**config.mk**
```make
export PLATFORM = sky130hd
export DESIGN_NAME = branch_predictor_flat
export DESIGN_NICKNAME = d
export VERILOG_FILES = /design/src/rtl/branch_predictor_pkg.sv /design/src/rtl/branch_predictor_if.sv /design/src/rtl/branch_predictor_sat_counter2.sv /design/src/rtl/branch_predictor.sv /design/src/flat_wrapper.sv
export SDC_FILE = /design/constraint.sdc
export NUM_CORES = 2
export LEC_CHECK = 0
export CAP_MARGIN = 20
export CORE_MARGIN = 1
export CORE_UTILIZATION = 40
export DETAILED_ROUTE_END_ITERATION = 10
export DONT_BUFFER_PORTS = 1
export SETUP_SLACK_MARGIN = 0.3
export SLEW_MARGIN = 20
export SYNTH_ARGS = -nofsm -noshare
export SYNTH_HDL_FRONTEND = slang
export SYNTH_SLANG_ARGS = --single-unit
```
**constraint.sdc**
```tcl
create_clock -name clk -period 8.64 [get_ports clk]
set_input_delay 0.864 -clock clk [delete_from_list [all_inputs] [get_ports clk]]
set_output_delay 0.864 -clock clk [all_outputs]
set_load 0.02 [all_outputs]
```
**src/rtl/branch_predictor_pkg.sv**
```systemverilog
// Shared definitions for the branch predictor: PC width, 2-bit counter encodings
// and the sequential next-PC helper.
package branch_predictor_pkg;

  localparam int PC_W = 32;

  typedef enum logic [1:0] {
    SNT = 2'b00,
    WNT = 2'b01,
    WT  = 2'b10,
    ST  = 2'b11
  } cnt_e;

  function automatic logic [PC_W-1:0] seq_next(input logic [PC_W-1:0] pc);
    return pc + PC_W'(4);
  endfunction

endpackage

```
**src/rtl/branch_predictor_if.sv**
```systemverilog
// Lookup, update and statistics signals between the pipeline and the branch predictor.
interface branch_predictor_if #(parameter int CNT_W = 32);
  import branch_predictor_pkg::*;

  // if_valid qualifies pc_if and upd_en qualifies the upd_* group; both are
  // accepted every cycle they are high (no ready/backpressure on either side).
  logic [PC_W-1:0]  pc_if;
  logic             if_valid;
  logic             predict;
  logic [PC_W-1:0]  predict_target;
  logic             upd_en;
  logic [PC_W-1:0]  upd_pc;
  logic             upd_taken;
  logic [PC_W-1:0]  upd_target;
  logic             upd_pred;
  logic             mispredict;
  logic [CNT_W-1:0] stat_lookups;
  logic [CNT_W-1:0] stat_updates;
  logic [CNT_W-1:0] stat_mispred;

  modport master (
    output pc_if, if_valid, upd_en, upd_pc, upd_taken, upd_target, upd_pred,
    input  predict, predict_target, mispredict, stat_lookups, stat_updates, stat_mispred
  );

  modport slave (
    input  pc_if, if_valid, upd_en, upd_pc, upd_taken, upd_target, upd_pred,
    output predict, predict_target, mispredict, stat_lookups, stat_updates, stat_mispred
  );

endinterface

```
**src/rtl/branch_predictor_sat_counter2.sv**
```systemverilog
// Next-state of a 2-bit saturating branch counter; init reloads a fresh entry
// to the weak state matching the outcome instead of stepping the old value.
module bp_sat_counter2
  import branch_predictor_pkg::*;
(
  input  logic [1:0] cur,
  input  logic       taken,
  input  logic       init,
  output logic [1:0] nxt
);

  always_comb begin
    nxt = cur;
    if (init) begin
      nxt = taken ? WT : WNT;
    end else if (taken) begin
      if (cur != ST) nxt = cur + 2'd1;
    end else begin
      if (cur != SNT) nxt = cur - 2'd1;
    end
  end

endmodule

```
**src/rtl/branch_predictor.sv**
```systemverilog
// Dynamic branch predictor: BHT of 2-bit counters plus direct-mapped BTB, looked up
// combinationally from IF and trained from the MEM-stage resolution.
module branch_predictor
  import branch_predictor_pkg::*;
#(
  parameter int IDX_W = 6,
  parameter int TAG_W = 8,
  parameter int CNT_W = 32
) (
  input  logic               clk,
  input  logic               reset,
  branch_predictor_if.slave  bus
);

  localparam int DEPTH = 1 << IDX_W;

  logic             valid_q [DEPTH];
  logic [TAG_W-1:0] tag_q   [DEPTH];
  logic [1:0]       cnt_q   [DEPTH];
  logic [PC_W-3:0]  tgt_q   [DEPTH];

  logic             mispredict_q;
  logic [CNT_W-1:0] lookups_q;
  logic [CNT_W-1:0] updates_q;
  logic [CNT_W-1:0] mispred_q;

  // Lookup reads the table contents as of the start of the cycle, so a same-cycle
  // update to the same index is seen only from the next cycle.
  logic [IDX_W-1:0] lk_idx;
  logic [TAG_W-1:0] lk_tag;
  logic             lk_hit;
  logic             lk_predict;

  assign lk_idx     = bus.pc_if[IDX_W+1:2];
  assign lk_tag     = bus.pc_if[IDX_W+TAG_W+1:IDX_W+2];
  assign lk_hit     = valid_q[lk_idx] && (tag_q[lk_idx] == lk_tag);
  assign lk_predict = bus.if_valid & ~reset & lk_hit & cnt_q[lk_idx][1];

  assign bus.predict        = lk_predict;
  assign bus.predict_target = lk_predict ? {tgt_q[lk_idx], 2'b00} : seq_next(bus.pc_if);

  logic [IDX_W-1:0] upd_idx;
  logic [TAG_W-1:0] upd_tag;
  logic             upd_hit;
  logic [1:0]       cnt_next;

  assign upd_idx = bus.upd_pc[IDX_W+1:2];
  assign upd_tag = bus.upd_pc[IDX_W+TAG_W+1:IDX_W+2];
  assign upd_hit = valid_q[upd_idx] && (tag_q[upd_idx] == upd_tag);

  bp_sat_counter2 u_sat (
    .cur   (cnt_q[upd_idx]),
    .taken (bus.upd_taken),
    .init  (~upd_hit),
    .nxt   (cnt_next)
  );

  always_ff @(posedge clk) begin
    if (reset) begin
      for (int i = 0; i < DEPTH; i++) begin
        valid_q[i] <= 1'b0;
        tag_q[i]   <= '0;
        cnt_q[i]   <= WNT;
        tgt_q[i]   <= '0;
      end
      mispredict_q <= 1'b0;
      lookups_q    <= '0;
      updates_q    <= '0;
      mispred_q    <= '0;
    end else begin
      if (bus.upd_en) begin
        valid_q[upd_idx] <= 1'b1;
        tag_q[upd_idx]   <= upd_tag;
        cnt_q[upd_idx]   <= cnt_next;
        if (bus.upd_taken) tgt_q[upd_idx] <= bus.upd_target[PC_W-1:2];
        updates_q <= updates_q + CNT_W'(1);
        if (bus.upd_pred != bus.upd_taken) mispred_q <= mispred_q + CNT_W'(1);
      end
      mispredict_q <= bus.upd_en & (bus.upd_pred != bus.upd_taken);
      if (bus.if_valid) lookups_q <= lookups_q + CNT_W'(1);
    end
  end

  assign bus.mispredict   = mispredict_q;
  assign bus.stat_lookups = lookups_q;
  assign bus.stat_updates = updates_q;
  assign bus.stat_mispred = mispred_q;

  // Bits outside the index/tag window of the update PC and the byte offset of the target.
  logic unused_bits;
  assign unused_bits = ^{bus.upd_pc[1:0], bus.upd_pc[PC_W-1:IDX_W+TAG_W+2], bus.upd_target[1:0]};

endmodule

```
**src/flat_wrapper.sv**
```systemverilog
// flat-port wrapper written by rule: the top's interface ports become plain ports
module branch_predictor_flat import branch_predictor_pkg::*;
#(
  parameter int IDX_W = 6,
  parameter int TAG_W = 8,
  parameter int CNT_W = 32
)
  (clk, reset, bus_pc_if, bus_if_valid, bus_upd_en, bus_upd_pc, bus_upd_taken, bus_upd_target, bus_upd_pred, bus_predict, bus_predict_target, bus_mispredict, bus_stat_lookups, bus_stat_updates, bus_stat_mispred);
  branch_predictor_if #(.CNT_W(CNT_W)) bus_i ();
  input  logic clk;
  input  logic reset;
  input wire logic [$bits(bus_i.pc_if)-1:0] bus_pc_if;
  input wire logic [$bits(bus_i.if_valid)-1:0] bus_if_valid;
  input wire logic [$bits(bus_i.upd_en)-1:0] bus_upd_en;
  input wire logic [$bits(bus_i.upd_pc)-1:0] bus_upd_pc;
  input wire logic [$bits(bus_i.upd_taken)-1:0] bus_upd_taken;
  input wire logic [$bits(bus_i.upd_target)-1:0] bus_upd_target;
  input wire logic [$bits(bus_i.upd_pred)-1:0] bus_upd_pred;
  output wire logic [$bits(bus_i.predict)-1:0] bus_predict;
  output wire logic [$bits(bus_i.predict_target)-1:0] bus_predict_target;
  output wire logic [$bits(bus_i.mispredict)-1:0] bus_mispredict;
  output wire logic [$bits(bus_i.stat_lookups)-1:0] bus_stat_lookups;
  output wire logic [$bits(bus_i.stat_updates)-1:0] bus_stat_updates;
  output wire logic [$bits(bus_i.stat_mispred)-1:0] bus_stat_mispred;
  assign bus_i.pc_if = bus_pc_if;
  assign bus_i.if_valid = bus_if_valid;
  assign bus_i.upd_en = bus_upd_en;
  assign bus_i.upd_pc = bus_upd_pc;
  assign bus_i.upd_taken = bus_upd_taken;
  assign bus_i.upd_target = bus_upd_target;
  assign bus_i.upd_pred = bus_upd_pred;
  assign bus_predict = bus_i.predict;
  assign bus_predict_target = bus_i.predict_target;
  assign bus_mispredict = bus_i.mispredict;
  assign bus_stat_lookups = bus_i.stat_lookups;
  assign bus_stat_updates = bus_i.stat_updates;
  assign bus_stat_mispred = bus_i.stat_mispred;
  branch_predictor #(.IDX_W(IDX_W), .TAG_W(TAG_W), .CNT_W(CNT_W)) u_core (.clk(clk), .reset(reset), .bus(bus_i));
endmodule
```
==> impl_metrics.json <==
{
  "cp-end-kind": "output pin",
  "root_buffer": "clkbuf_16",
  "max-slew-margin-rel": -0.237,
  "dp.cells": 12416,
  "num_vias": 84732,
  "antenna_found_initial": 53,
  "crit_type": "in -> out",
  "dpl.hpwl_mm": 239,
  "p_per_area_nw_per_um2": 209,
  "rsz0062_at_grt": "no",
  "grt_pass1_vias": 82367,
  "muxShareOfSynthArea": 0.153,
  "tightest_slew_ns": 1.86,
  "core_um2": 325000,
  "worstSkewPairLatency_ns": 0.87,
  "setup_viol_count_final": 0,
  "cts.sinks": 2721,
  "cts_tree": "done",
  "synth_cells": 9057,
  "drive_gt1_frac": 0.204,
  "clk_pin_slew_worst_paths_ns": 0.05,
  "initial_utilization": 0.403,
  "synth-seq-area-share": 0.612,
  "rows": 209,
  "synth_top_flop_cell": "edfxtp_1",
  "synth_top_family_by_area": "multiplexers",
  "cts_hold_buf": 0,
  "gp_congestion": 0.927,
  "syn_area_um2": 131000,
  "grt_usage": 0.267,
  "synthArstFlopShare": 0,
  "fp.dieArea_um2": 329000,
  "maxCapViolCount": 0,
  "yosys.area_share.adder": 0.000383,
  "synth_edf_count": 2560,
  "avgSynthCellArea_um2": 14.4,
  "failed_checks": "slew limit",
  "status": "finished, violations left",
  "synth-compound-area-share": 0.0373,
  "ant_nets": 0,
  "cts_buffers": 296,
  "wl_per_cell_um": 34.8,
  "ys_warn_count": 0,
  "drc": 0,
  "dr.pass1.iters": 10,
  "crit_required_ns": 7.78,
  "final_cells": 12994,
  "cts_max_path_buffers": 4,
  "hold_class": "in -> reg",
  "fin_worst_skew_ns": 0.0406,
  "post_cts_buffers": 0,
  "period_needed_ns": 6.96,
  "start_kind": "input pin",
  "synth_seq_cells": 2721,
  "io_pins": 232,
  "syn_nets": 9163,
  "ctsResizeCount": 0,
  "ir_worst_vdd_v": 0.000164,
  "worstPathMaxFanout": 122,
  "wl_mm": 453,
  "h-tree-depth": 5,
  "fin_nets": 8508,
  "grt_overflow_total": 0,
  "period_share": 0.805,
  "grt_max_degree": 1989,
  "port_buffers": 0,
  "tns_ns": 0,
  "drt_iter0_markers": 12747,
  "maxSlewViolCount": 374,
  "worstPathArrival_ns": 6.10,
  "synth_cell_types": 83,
  "die_y_um": 574,
  "synthXorXnorAreaFrac": 0.00783,
  "fillers": 28512,
  "grt_pass1_wl_mm": 629,
  "synth-simple-area-share": 0.151,
  "finalHoldViolations": 0,
  "synthToLayoutAreaGrowth_pct": 9.63,
  "mostFrequentLayoutCells": "edfxtp_1, and3_1, mux4_2",
  "leakagePower_nw": 54.6,
  "via_per_inst": 6.52,
  "layout_commonest_cell": "edfxtp_1",
  "die-width_um": 574,
  "max_freq_ghz": 0.144
}
==> kinds of logic (layout without fill, tap and decap cells) <==
logic type,count (synthesis),after routing
muxes,971,971
other,0,43
buffers and inverters,1228,797
DFF,2721,2721
adders and majority gates,4,4
xor gates and xnor gates,117,117
AOI/OAI and AO/OA,664,664
and+or+nand+nor,3352,3352
==> metal layers <==
| metal | wire, um | track usage | vias to the layer above |
|---|---|---|---|
| li1 | - | - | 34193 |
| met1 | 163000 | 0.340 | 43853 |
| met2 | 211000 | 0.428 | 5565 |
| met3 | 53800 | 0.0652 | 1091 |
| met4 | 24100 | 0.131 | 30 |
| met5 | 187 | 0 | - |
==> through the flow <==
stage | hold slack, ns | setup WS [ns] | utilization | cell area (um2) | total power [mW]
final | 0.0948 | 1.68 | 0.442 | 143000 | 30.0
after global routing | 0.0672 | 1.35 | 0.441 | 143000 | 30.7
after CTS | 0.0535 | 1.57 | 0.440 | 143000 | 29.9
after floorplan | 0.440 | 3.60 | - | 131000 | 17.1
after global placement | 0.457 | 1.73 | 0.412 | 134000 | 17.7
after detailed placement | 0.463 | 1.57 | 0.412 | 134000 | 17.8
==> registers in the layout, indices dropped and copies added, names as in the netlist <==
name,cells
u_core.bus.stat_updates,32
u_core.tgt_q,1920
u_core.cnt_q,128
u_core.valid_q,64
u_core.tag_q,512
u_core.bus.stat_mispred,32
u_core.bus.mispredict,1
u_core.bus.stat_lookups,32
==> worst paths after layout <==
| check | from | end | slack [ns] | cells past startpoint |
|---|---|---|---|---|
| hold reg to reg | u_core.valid_q[30]$_DFF_P_ | u_core.valid_q[30]$_DFF_P_ | 0.47 | 2 |
| setup / recovery | bus_pc_if[2] | bus_predict_target[12] | 1.68 | 9 |
| hold / removal | reset | u_core.bus.stat_lookups[3]$_SDFFE_PP0P_ | 0.09 | 1 |
| setup reg to reg | u_core.tag_q[8][3]$_SDFFCE_PN0P_ | u_core.cnt_q[19][1]$_SDFFCE_PN0P_ | 4.09 | 10 |
==> cells in the mapped netlist, types with 41 or more instances <==
cell,instances,area share
a21oi_1,78,0.0030
a221oi_1,93,0.0062
a22oi_1,41,0.0024
and2_1,109,0.0052
and3_1,2301,0.11
buf_1,59,0.0017
buf_2,113,0.0043
clkbuf_1,929,0.027
dfxtp_1,161,0.025
edfxtp_1,2560,0.59
inv_1,71,0.0020
mux2_2,74,0.0064
mux2i_1,68,0.0052
mux4_2,813,0.14
nand2_1,272,0.0078
nand2b_1,126,0.0060
nand3_1,86,0.0033
nor2_1,268,0.0077
o21ai_0,138,0.0053
o21ai_2,60,0.0040
o22ai_1,43,0.0021
o32ai_1,64,0.0043
xnor2_1,48,0.0032
xor2_1,69,0.0046
==> critical path, cell delays in order <==
cell    delay, ns
buf_16       0.38
buf_16       0.48
buf_16       0.73
buf_16       0.40
buf_16       0.54
mux4_2       0.60
mux4_2       0.61
mux4_2       0.59
mux2_2       0.36
==> area by class of cell <==
class,instances,area (um2),area share
clock buffer,371,7890,0.0550
multi-input combinational,5108,46500,0.324
sequential,2721,80100,0.558
antenna,43,108,0.000750
tap,4325,5410,0.0377
clock inverter,151,1230,0.00858
inverter,74,285,0.00199
timing repair buffer,201,1930,0.0134
==> report_power, final <==
group	total, mW	switching, mW	internal [mW]	leakage, nW
clock	12.3	5.35	6.96	4.48
combinational	2.50	1.57	0.937	24.4
sequential	15.2	0.210	15.0	25.7
(Power assumes the default switching activity.)
